### src/rtl/decode_inst_queue_pkg.sv
// ----------------------------------------------------------------------------
// decode_inst_queue_pkg
// Shared definitions for the decode instruction queue: functional unit codes,
// register access pattern encodings, default field widths and the width of
// one packed instruction record as stored in the queue.
// ----------------------------------------------------------------------------
package decode_inst_queue_pkg;

    // Functional unit codes carried in funcUnitType (code 5 is unassigned)
    typedef enum logic [2:0] {
        FU_FX     = 3'd0,
        FU_FP     = 3'd1,
        FU_VX     = 3'd2,
        FU_CR     = 3'd3,
        FU_LS     = 3'd4,
        FU_BRANCH = 3'd6
    } funcUnit_e;

    // Per-operand register access pattern encodings
    localparam logic [1:0] regRead  = 2'b10;
    localparam logic [1:0] regWrite = 2'b01;

    // Default queue geometry
    localparam int defDepth            = 8;
    localparam int defAlmostFullMargin = 2;

    // Default record field widths
    localparam int defAddressWidth            = 64;
    localparam int defOpcodeSize              = 12;
    localparam int defFuncUnitCodeSize        = 3;
    localparam int defInstructionCounterWidth = 64;
    localparam int defInstMinIdWidth          = 7;
    localparam int defPidSize                 = 20;
    localparam int defTidSize                 = 16;
    localparam int defRegAccessPatternSize    = 2;
    localparam int defBodyWidth               = 84;

    // One stored record: opcode, address, unit, majID, minID, is64Bit,
    // pid, tid, four rw patterns, four is-reg flags and the operand body
    localparam int defRecordWidth = defOpcodeSize + defAddressWidth
                                  + defFuncUnitCodeSize + defInstructionCounterWidth
                                  + defInstMinIdWidth + 1 + defPidSize + defTidSize
                                  + 4 * defRegAccessPatternSize + 4 + defBodyWidth;

endpackage

### src/rtl/decode_inst_queue_queue_ptr_ctrl.sv
// ----------------------------------------------------------------------------
// queue_ptr_ctrl
// Pointer and occupancy control for the decode instruction queue. Owns the
// head/tail pointers and the occupancy count, decides which pushes and pops
// are accepted, and produces the registered almost-full stall and the sticky
// overflow flag.
//
// Optional feature macro: DECODE_QUEUE_FLUSH_EN adds flush_i, which empties
// the queue and takes priority over any push or pop in the same cycle.
//
// Ports:
//   clock_i, reset_i  clock, asynchronous active-high reset
//   flush_i           (DECODE_QUEUE_FLUSH_EN only) empty the queue
//   enable_i          upstream presents a record this cycle
//   ready_i           dispatch accepts the head this cycle
//   wrEn_o            write the incoming record at wrPtr_o
//   wrPtr_o, rdPtr_o  tail and head pointers
//   count_o           occupancy
//   valid_o           head entry holds a record
//   stall_o           registered almost-full back-pressure
//   overflow_o        sticky: a push was dropped
// ----------------------------------------------------------------------------
module queue_ptr_ctrl
    import decode_inst_queue_pkg::*;
#(
    parameter int depth            = defDepth,
    parameter int almostFullMargin = defAlmostFullMargin
) (
    input  logic                       clock_i,
    input  logic                       reset_i,
`ifdef DECODE_QUEUE_FLUSH_EN
    input  logic                       flush_i,
`endif
    input  logic                       enable_i,
    input  logic                       ready_i,
    output logic                       wrEn_o,
    output logic [$clog2(depth)-1:0]   wrPtr_o,
    output logic [$clog2(depth)-1:0]   rdPtr_o,
    output logic [$clog2(depth):0]     count_o,
    output logic                       valid_o,
    output logic                       stall_o,
    output logic                       overflow_o
);

    localparam int ptrWidth = $clog2(depth);
    localparam int cntWidth = ptrWidth + 1;

    logic [ptrWidth-1:0] head_q, head_d;
    logic [ptrWidth-1:0] tail_q, tail_d;
    logic [cntWidth-1:0] count_q, count_d;
    logic                stall_q, stall_d;
    logic                overflow_q, overflow_d;
    logic                isFull, pop, push, drop, flush;

`ifdef DECODE_QUEUE_FLUSH_EN
    assign flush = flush_i;
`else
    assign flush = 1'b0;
`endif

    // Accept decisions and next-state. A full queue still takes a push when
    // the head leaves in the same cycle. Flush wins over everything except
    // the sticky overflow flag, which only reset clears.
    always_comb begin
        isFull     = (count_q == cntWidth'(depth));
        pop        = (count_q != '0) && ready_i;
        push       = enable_i && (!isFull || pop);
        drop       = enable_i && isFull && !pop;

        head_d     = pop  ? head_q + ptrWidth'(1) : head_q;
        tail_d     = push ? tail_q + ptrWidth'(1) : tail_q;
        count_d    = count_q + cntWidth'(push) - cntWidth'(pop);
        overflow_d = overflow_q | (drop && !flush);
        wrEn_o     = push && !flush;

        if (flush) begin
            head_d  = '0;
            tail_d  = '0;
            count_d = '0;
        end

        stall_d = !flush
                  && ((cntWidth'(depth) - count_d) <= cntWidth'(almostFullMargin));
    end

    // State registers
    always_ff @(posedge clock_i or posedge reset_i) begin
        if (reset_i) begin
            head_q     <= '0;
            tail_q     <= '0;
            count_q    <= '0;
            stall_q    <= 1'b0;
            overflow_q <= 1'b0;
        end else begin
            head_q     <= head_d;
            tail_q     <= tail_d;
            count_q    <= count_d;
            stall_q    <= stall_d;
            overflow_q <= overflow_d;
        end
    end

    assign wrPtr_o    = tail_q;
    assign rdPtr_o    = head_q;
    assign count_o    = count_q;
    assign valid_o    = (count_q != '0);
    assign stall_o    = stall_q;
    assign overflow_o = overflow_q;

endmodule

### src/rtl/decode_inst_queue.sv
// ----------------------------------------------------------------------------
// decode_inst_queue
// Circular instruction buffer between the decode mux and rename/dispatch.
// One decoded record is captured per cycle when enable_i is high; the oldest
// record is presented show-ahead with a valid/ready handshake. A registered
// almost-full stall leaves room for instructions still in flight upstream.
//
// Optional feature macro: DECODE_QUEUE_FLUSH_EN adds flush_i (branch
// mispredict) which empties the queue; overflow_o survives a flush.
//
// Ports:
//   clock_i, reset_i     clock, asynchronous active-high reset
//   flush_i              (DECODE_QUEUE_FLUSH_EN only) empty the queue
//   enable_i             record valid from the decode mux
//   *_i record fields    opcode, address, funcUnitType, majID, minID,
//                        is64Bit, pid, tid, opRw, opIsReg, body
//   stall_o              almost-full back-pressure, registered
//   valid_o / ready_i    head handshake with dispatch
//   *_o record fields    head record, all zero while valid_o is low
//   count_o              occupancy
//   overflow_o           sticky: a push was dropped
// ----------------------------------------------------------------------------
module decode_inst_queue
    import decode_inst_queue_pkg::*;
#(
    parameter int depth                   = defDepth,
    parameter int almostFullMargin        = defAlmostFullMargin,
    parameter int addressWidth            = defAddressWidth,
    parameter int opcodeSize              = defOpcodeSize,
    parameter int funcUnitCodeSize        = defFuncUnitCodeSize,
    parameter int instructionCounterWidth = defInstructionCounterWidth,
    parameter int instMinIdWidth          = defInstMinIdWidth,
    parameter int PidSize                 = defPidSize,
    parameter int TidSize                 = defTidSize,
    parameter int regAccessPatternSize    = defRegAccessPatternSize,
    parameter int bodyWidth               = defBodyWidth
) (
    input  logic                                clock_i,
    input  logic                                reset_i,
`ifdef DECODE_QUEUE_FLUSH_EN
    input  logic                                flush_i,
`endif
    input  logic                                enable_i,
    input  logic [opcodeSize-1:0]               opcode_i,
    input  logic [addressWidth-1:0]             address_i,
    input  logic [funcUnitCodeSize-1:0]         funcUnitType_i,
    input  logic [instructionCounterWidth-1:0]  majID_i,
    input  logic [instMinIdWidth-1:0]           minID_i,
    input  logic                                is64Bit_i,
    input  logic [PidSize-1:0]                  pid_i,
    input  logic [TidSize-1:0]                  tid_i,
    input  logic [4*regAccessPatternSize-1:0]   opRw_i,
    input  logic [3:0]                          opIsReg_i,
    input  logic [bodyWidth-1:0]                body_i,
    output logic                                stall_o,
    output logic                                valid_o,
    input  logic                                ready_i,
    output logic [opcodeSize-1:0]               opcode_o,
    output logic [addressWidth-1:0]             address_o,
    output logic [funcUnitCodeSize-1:0]         funcUnitType_o,
    output logic [instructionCounterWidth-1:0]  majID_o,
    output logic [instMinIdWidth-1:0]           minID_o,
    output logic                                is64Bit_o,
    output logic [PidSize-1:0]                  pid_o,
    output logic [TidSize-1:0]                  tid_o,
    output logic [4*regAccessPatternSize-1:0]   opRw_o,
    output logic [3:0]                          opIsReg_o,
    output logic [bodyWidth-1:0]                body_o,
    output logic [$clog2(depth):0]              count_o,
    output logic                                overflow_o
);

    localparam int ptrWidth = $clog2(depth);
    localparam int recWidth = opcodeSize + addressWidth + funcUnitCodeSize
                            + instructionCounterWidth + instMinIdWidth + 1
                            + PidSize + TidSize + 4 * regAccessPatternSize
                            + 4 + bodyWidth;

    logic [recWidth-1:0] mem_q [depth];
    logic [recWidth-1:0] wrRec;
    logic [recWidth-1:0] headRec;
    logic                wrEn;
    logic [ptrWidth-1:0] wrPtr;
    logic [ptrWidth-1:0] rdPtr;

    queue_ptr_ctrl #(
        .depth            (depth),
        .almostFullMargin (almostFullMargin)
    ) u_ptrCtrl (
        .clock_i    (clock_i),
        .reset_i    (reset_i),
`ifdef DECODE_QUEUE_FLUSH_EN
        .flush_i    (flush_i),
`endif
        .enable_i   (enable_i),
        .ready_i    (ready_i),
        .wrEn_o     (wrEn),
        .wrPtr_o    (wrPtr),
        .rdPtr_o    (rdPtr),
        .count_o    (count_o),
        .valid_o    (valid_o),
        .stall_o    (stall_o),
        .overflow_o (overflow_o)
    );

    assign wrRec = {opcode_i, address_i, funcUnitType_i, majID_i, minID_i,
                    is64Bit_i, pid_i, tid_i, opRw_i, opIsReg_i, body_i};

    // Record storage: plain registers without reset, since the contents are
    // only observable while the occupancy says the entry is live
    always_ff @(posedge clock_i) begin
        if (wrEn) begin
            mem_q[wrPtr] <= wrRec;
        end
    end

    // Show-ahead read straight from storage; no bypass of the incoming
    // record, so a fresh push is visible one cycle after it is written
    assign headRec = valid_o ? mem_q[rdPtr] : '0;

    assign {opcode_o, address_o, funcUnitType_o, majID_o, minID_o,
            is64Bit_o, pid_o, tid_o, opRw_o, opIsReg_o, body_o} = headRec;

endmodule

### config.mk
export PLATFORM = sky130hd
export DESIGN_NAME = decode_inst_queue
export DESIGN_NICKNAME = d
export VERILOG_FILES = /design/src/rtl/decode_inst_queue_pkg.sv /design/src/rtl/decode_inst_queue_queue_ptr_ctrl.sv /design/src/rtl/decode_inst_queue.sv
export SDC_FILE = /design/constraint.sdc
export NUM_CORES = 2
export LEC_CHECK = 0
export ABC_AREA = 1
export CORE_MARGIN = 2
export CORE_UTILIZATION = 30
export CTS_CLUSTER_SIZE = 10
export DETAILED_ROUTE_END_ITERATION = 7
export HOLD_SLACK_MARGIN = 0.05
export SLEW_MARGIN = 30
export SYNTH_ARGS = -nofsm -noshare
export SYNTH_HDL_FRONTEND = slang
export SYNTH_SLANG_ARGS = --single-unit
### constraint.sdc
create_clock -name clock_i -period 19 [get_ports clock_i]
set_input_delay 3.8 -clock clock_i [delete_from_list [all_inputs] [get_ports clock_i]]
set_output_delay 3.8 -clock clock_i [all_outputs]
set_load 0.005 [all_outputs]
-- After elaboration in Yosys (flattened, before gate mapping)
Memory sizes are Yosys's and may differ from the RTL's.
Cells that the tools add are included.
- output and inout port bits: 290
- bits in writable memories: 2264
- bits in registers: 12
- word-level logic and storage cells: 25
- memories kept: 1
- equality and inequality tests: 1
- muxes and demuxes: 3
- bitwise operators: 1
- reduce and logical (&&, ||, !) cells: 8
- magnitude comparators: 1
- $add $sub $neg: 5
- memories (name ; words ; bits a word ; rd ports ; clocked after memory_dff ; write ports ; RTL line ; RTL):
    mem_q ; 8 ; 283 ; 1 ; 0 ; 1 ; decode_inst_queue.sv:79 ; logic [recWidth-1:0] mem_q [depth];
- operators with widths (operator ; number):
    283-bit two-way mux ; 1
    3-bit by 1-bit adder with 3-bit output (second input constant) ; 2
    4-bit by 1-bit adder with 4-bit output ; 1
    4-bit == test (second input constant) ; 1
    4-bit by 2-bit <= comparator with 1-bit output (second input constant) ; 1
    1-bit logical AND ; 4
    4-bit nonzero test ; 1
    4-bit by 1-bit subtractor with 4-bit output ; 1
    4-bit subtractor (first input constant) ; 1
    1-bit logical NOT ; 2
    1-bit two-way mux ; 2
    1-bit logical OR ; 1
    1-bit bitwise OR ; 1

-- Longest topological paths before layout
- depth after elaboration: 8
- depth in mapped cells: 17
- mapped depth without buffers: 17

-- Hierarchy
Synthesis repeated with hierarchy kept, for this count alone.
- cell total of the unflattened synthesis: 9909
- area, all modules: 99319.0 um^2
- modules (own cells, without submodules) (module ; area each (um^2) ; cells each ; times used):
    decode_inst_queue ; 98555.8 ; 9828 ; 1
    queue_ptr_ctrl ; 763.2 ; 81 ; 1

-- Least setup slack after synthesis
OpenSTA, ideal clock, no wires.
- path kind: input to register
- start: in ready_i
- end: mem mem_q[0][0] in the netlist's numbering, enable pin
- setup slack: 2.079 ns
- library setup time: 0.933 ns
- stages: 6
- data arrival time: 15.988 ns
- buffers on the path: 0
- path through: nand2_1 nand2_1 nand2_1 inv_1 nand2_1 nor2_1
- word-level cells in the longest chain between the ends: 5
- ends and longest elaborated chain (item ; RTL line ; RTL):
    from (decl) ; decode_inst_queue.sv:57 ; input logic ready_i,
    1-bit logical AND ; decode_inst_queue_queue_ptr_ctrl.sv:66 ; pop = (count_q != '0) && ready_i;
    1-bit logical OR ; decode_inst_queue_queue_ptr_ctrl.sv:67 ; push = enable_i && (!isFull || pop);
    1-bit logical AND ; decode_inst_queue_queue_ptr_ctrl.sv:67 ;
    1-bit two-way mux ; decode_inst_queue.sv:112 ; if (wrEn) begin
    1-bit two-way mux (implied by the code) ; decode_inst_queue.sv:113 ; mem_q[wrPtr] <= wrRec;
    to (decl) ; decode_inst_queue.sv:79 ;
Every way passes these cells.

-- Worst setup path after layout
- start: reg u_ptrCtrl.head_q[0] (netlist: u_ptrCtrl.rdPtr_o[0])
- end: out majID_o[62]
- word-level cells in the longest chain between the ends: 2
- ends and longest elaborated chain (item ; RTL line ; RTL):
    from (decl) ; decode_inst_queue_queue_ptr_ctrl.sv:48 ; logic [ptrWidth-1:0] head_q, head_d;
    from (signal assigned) ; decode_inst_queue_queue_ptr_ctrl.sv:89 ; head_q <= '0;
    from (signal assigned) ; decode_inst_queue_queue_ptr_ctrl.sv:95 ; head_q <= head_d;
    memory read 8 x 283 bit ; n/a ;
    283-bit two-way mux ; decode_inst_queue.sv:119 ; assign headRec = valid_o ? mem_q[rdPtr] : '0;
    to (decl) ; decode_inst_queue.sv:61 ; output logic [instructionCounterWidth-1:0] majID_o,
Every way passes these cells.

==> impl_metrics.py <==
metrics = {
    "run_status": {
        "status": "finished, final reports clean",
    },
    "cells_and_area": {
        "seq_area_mm2": 0.06830,
        "instances_no_fill": 11900,
        "finalInstanceArea_mm2": 0.1075,
        "fin_nets": 8141,
        "nFillCells": 28430,
        "syn_to_final_growth_pct": 19.48,
        "drive_above_1_share": 0.05405,
        "multi_input_area_mm2": 0.01959,
    },
    "floorplanning": {
        "num_rows": 201,
        "start_util": 0.3007,
        "ios": 577,
        "die_area_mm2": 0.3044,
        "die_x_um": 551.7,
        "coreArea_mm2": 0.2993,
        "die_y_um": 551.7,
    },
    "setup_path": {
        "critPathSlowestCell": "buf_4",
        "r2r_end": "mem_q[1][193]",
        "worstReg2RegStart": "u_ptrCtrl.count_o[2]",
        "startpoint_type": "flop",
        "cp.arrival_ns": 6.52,
        "critPathCaptureType": "output port",
        "crit_top_cell": "nor2_1",
        "slowest_delay_ns": 0.87,
        "crit_start": "u_ptrCtrl.rdPtr_o[0]",
        "cp.required_ns": 15.20,
        "reg2reg_slack_ns": 13.29,
        "path_max_fanout": 102,
        "worstSetupPathType": "reg2out",
        "reg2regPathDepth": 13,
        "path_cells": "buf_12 -> buf_4 -> buf_4 -> buf_6 -> buf_6 -> nor2_1 -> nor2_1 -> o21ai_0 -> o21ai_0 -> nor2_1 -> nor2_1 -> clkdlybuf4s50_1",
    },
    "sta": {
        "drv_slew": 0,
        "rsz0062_at_grt": "false",
        "max_slew_margin": 0.3187,
        "fmax_mhz": 96.93,
        "worst_pin_slew_ns": 1.022,
        "setup_tns_ns": 0,
        "finalHoldViolCount": 0,
        "fin_crit_ns": 10.32,
        "setup_viol": 0,
        "fin_worst_skew_ns": 0.04891,
        "period_share": 0.5430,
    },
    "clock_tree": {
        "clk_path_buf_depth": 4,
        "cts_inserted_buffers": 275,
        "clkLatencyLatePin_ns": 0.87,
        "cts-root-buf": "clkbuf_16",
        "post-cts-setup-buffers": 0,
        "cts_tree": "done",
        "h-tree-depth": 5,
        "clock_sinks": 2276,
        "clk_pin_slew_worst_paths_ns": 0.06,
        "cts_resized": 0,
        "cts_hold_buf": 0,
    },
    "min_path": {
        "hold_depth": 1,
        "hp-class": "reg2reg",
        "hold_end": "u_ptrCtrl.overflow_o",
        "min-delay-start": "u_ptrCtrl.overflow_o",
    },
    "routing": {
        "ant_nets": 0,
        "drc": 0,
        "vias": 57560,
        "firstDrtPassIters": 5,
        "wl_met1_mm": 103.6,
        "top_layer": "met5",
        "dr_wl_met3_mm": 16.28,
        "drt_iter0_markers": 5295,
        "routedWlPerCell_um": 19.95,
        "viasPerCell": 4.839,
        "route.met2.wl_mm": 111.7,
        "totalWireLength_mm": 237.4,
    },
    "synthesis": {
        "ys.flop_type": "edfxtp_1",
        "yosysSeqAreaShare": 0.7588,
        "synth_seq_cells": 2276,
        "synth-async-reset-ratio": 0.005272,
        "ys_top_cells_by_area": "edfxtp_1, nor2_1, o21ai_0",
        "yosys-top-cells-count": "nor2_1, edfxtp_1, o21ai_0, o21ai_1, nand2_1",
        "synth_edf_count": 2264,
        "syn_avg_cell_area_um2": 12.22,
        "synth_top_area_frac": 0.7554,
        "ys_warn_count": 0,
        "synth_nets": 7661,
        "synth.cell_area_mm2": 0.08999,
        "syn_inst": 7363,
        "synth_top_area_cell": "edfxtp_1",
        "synth.distinct_cells": 23,
        "synth.most_common_cell": "nor2_1",
    },
    "global_route": {
        "grt_overflow": 0,
        "grt_pass1_wl_mm": 350.9,
        "grt_pass1_vias": 56120,
        "grt_usage": 0.1498,
        "grt_max_degree": 232,
        "antenna_found_initial": 47,
    },
    "power_and_ir_drop": {
        "peakVddDrop_uv": 138.5,
        "p_total_uw": 17570,
        "p_per_area_mw_per_mm2": 163.4,
        "power.leakage_uw": 0.03595,
    },
    "placement": {
        "dp_cells": 11520,
        "gp_congestion": 0.7639,
        "hpwl_mm": 124.5,
        "placed_area_mm2": 0.09967,
        "io_buffers": 576,
    },
    "run": {
        "maxCapViolCount": 0,
    },
}
[layer usage]
| metal | vias up | global-route usage |
|---|---|---|
| li1 | 26790 | - |
| met3 | 398 | 0.03406 |
| met5 | - | 0 |
| met4 | 44 | 0.04420 |
| met2 | 1697 | 0.2439 |
| met1 | 28640 | 0.1993 |
[sequential cells by signal (all words and copies together), names as in the netlist]
signal	count
mem_q	2264
u_ptrCtrl.count_o	4
u_ptrCtrl.rdPtr_o	3
u_ptrCtrl.wrPtr_o	3
u_ptrCtrl.overflow_o	1
u_ptrCtrl.stall_o	1
[how the worst max path moves through the flow]
stage	slack [ns]	endpoint	depth (start not counted)
finish	8.68	majID_o[62]	12
global route	8.29	majID_o[43]	12
CTS	7.24	address_o[4]	12
detailed placement	8.26	address_o[4]	12
global placement	8.37	majID_o[43]	12
floorplan	2.08	mem_q[0][0]	6
[cell type report]
cell class,count,share of cell area
Antenna cell,19,0.0004422
Clock inverter,46,0.005946
Inverter,22,0.0009891
Tap cell,3958,0.04606
Timing Repair Buffer,673,0.06373
Multi-Input combinational cell,4595,0.1822
Sequential cell,2276,0.6352
Clock buffer,307,0.06551
[critical path, delay by kind of cell (launching register included)]
family	cells	cell delay (ns)
compound gates	2	0.20
buf+inv	6	3.83
flops	1	0.68
simple gates	4	0.53
[logic make-up after synthesis]
logic type,share of synthesized area
xor gates and xnor gates,0.0002920
adders and majority gates,0.001613
and+or+nand+nor,0.1359
DFF,0.7588
AOI/OAI and AO/OA,0.07907
buffers and inverters,0.02432
[report_power, final]
group          switching, µW  total (µW)  leakage (µW)  internal, µW
combinational           4180        6590        0.0115          2410
sequential               152        6340        0.0207          6190
clock                   1980        4640       0.00373          2650
[metrics by stage]
stage,hold slack (ns),setup WS [ns],utilization
final,0.4972,8.683,0.3593
after global routing,0.5163,8.294,0.3592
after CTS,0.4994,7.241,0.3587
after detailed placement,0.4742,8.261,0.3330
after global placement,0.4861,8.365,0.3327
after floorplan,0.4663,2.079,-
[placed cells by master, fill, tap and decap left out]
cell type / instances
edfxtp_1: 2264
nand3_1: 292
inv_1: 20
diode_2: 19
or2_2: 1
o21ai_0: 904
dfrtp_1: 9
clkinv_2: 5
inv_16: 9
a21oi_1: 2
clkbuf_16: 277
ha_1: 10
clkinv_1: 8
nor2_4: 8
clkinvlp_4: 3
buf_6: 5
o21ai_1: 514
clkinv_8: 8
fa_1: 1
nand2_4: 1
xnor2_1: 2
bufinv_16: 1
clkinv_16: 6
buf_4: 69
buf_16: 7
nand2_1: 307
buf_12: 16
nor3b_1: 1
a31o_2: 1
inv_8: 1
clkdlybuf4s50_1: 576
nor2_1: 2550
clkinv_4: 2
clkbuf_1: 30
xor2_1: 1
inv_6: 5
dfrtp_4: 3
(Power assumes the default switching activity.)
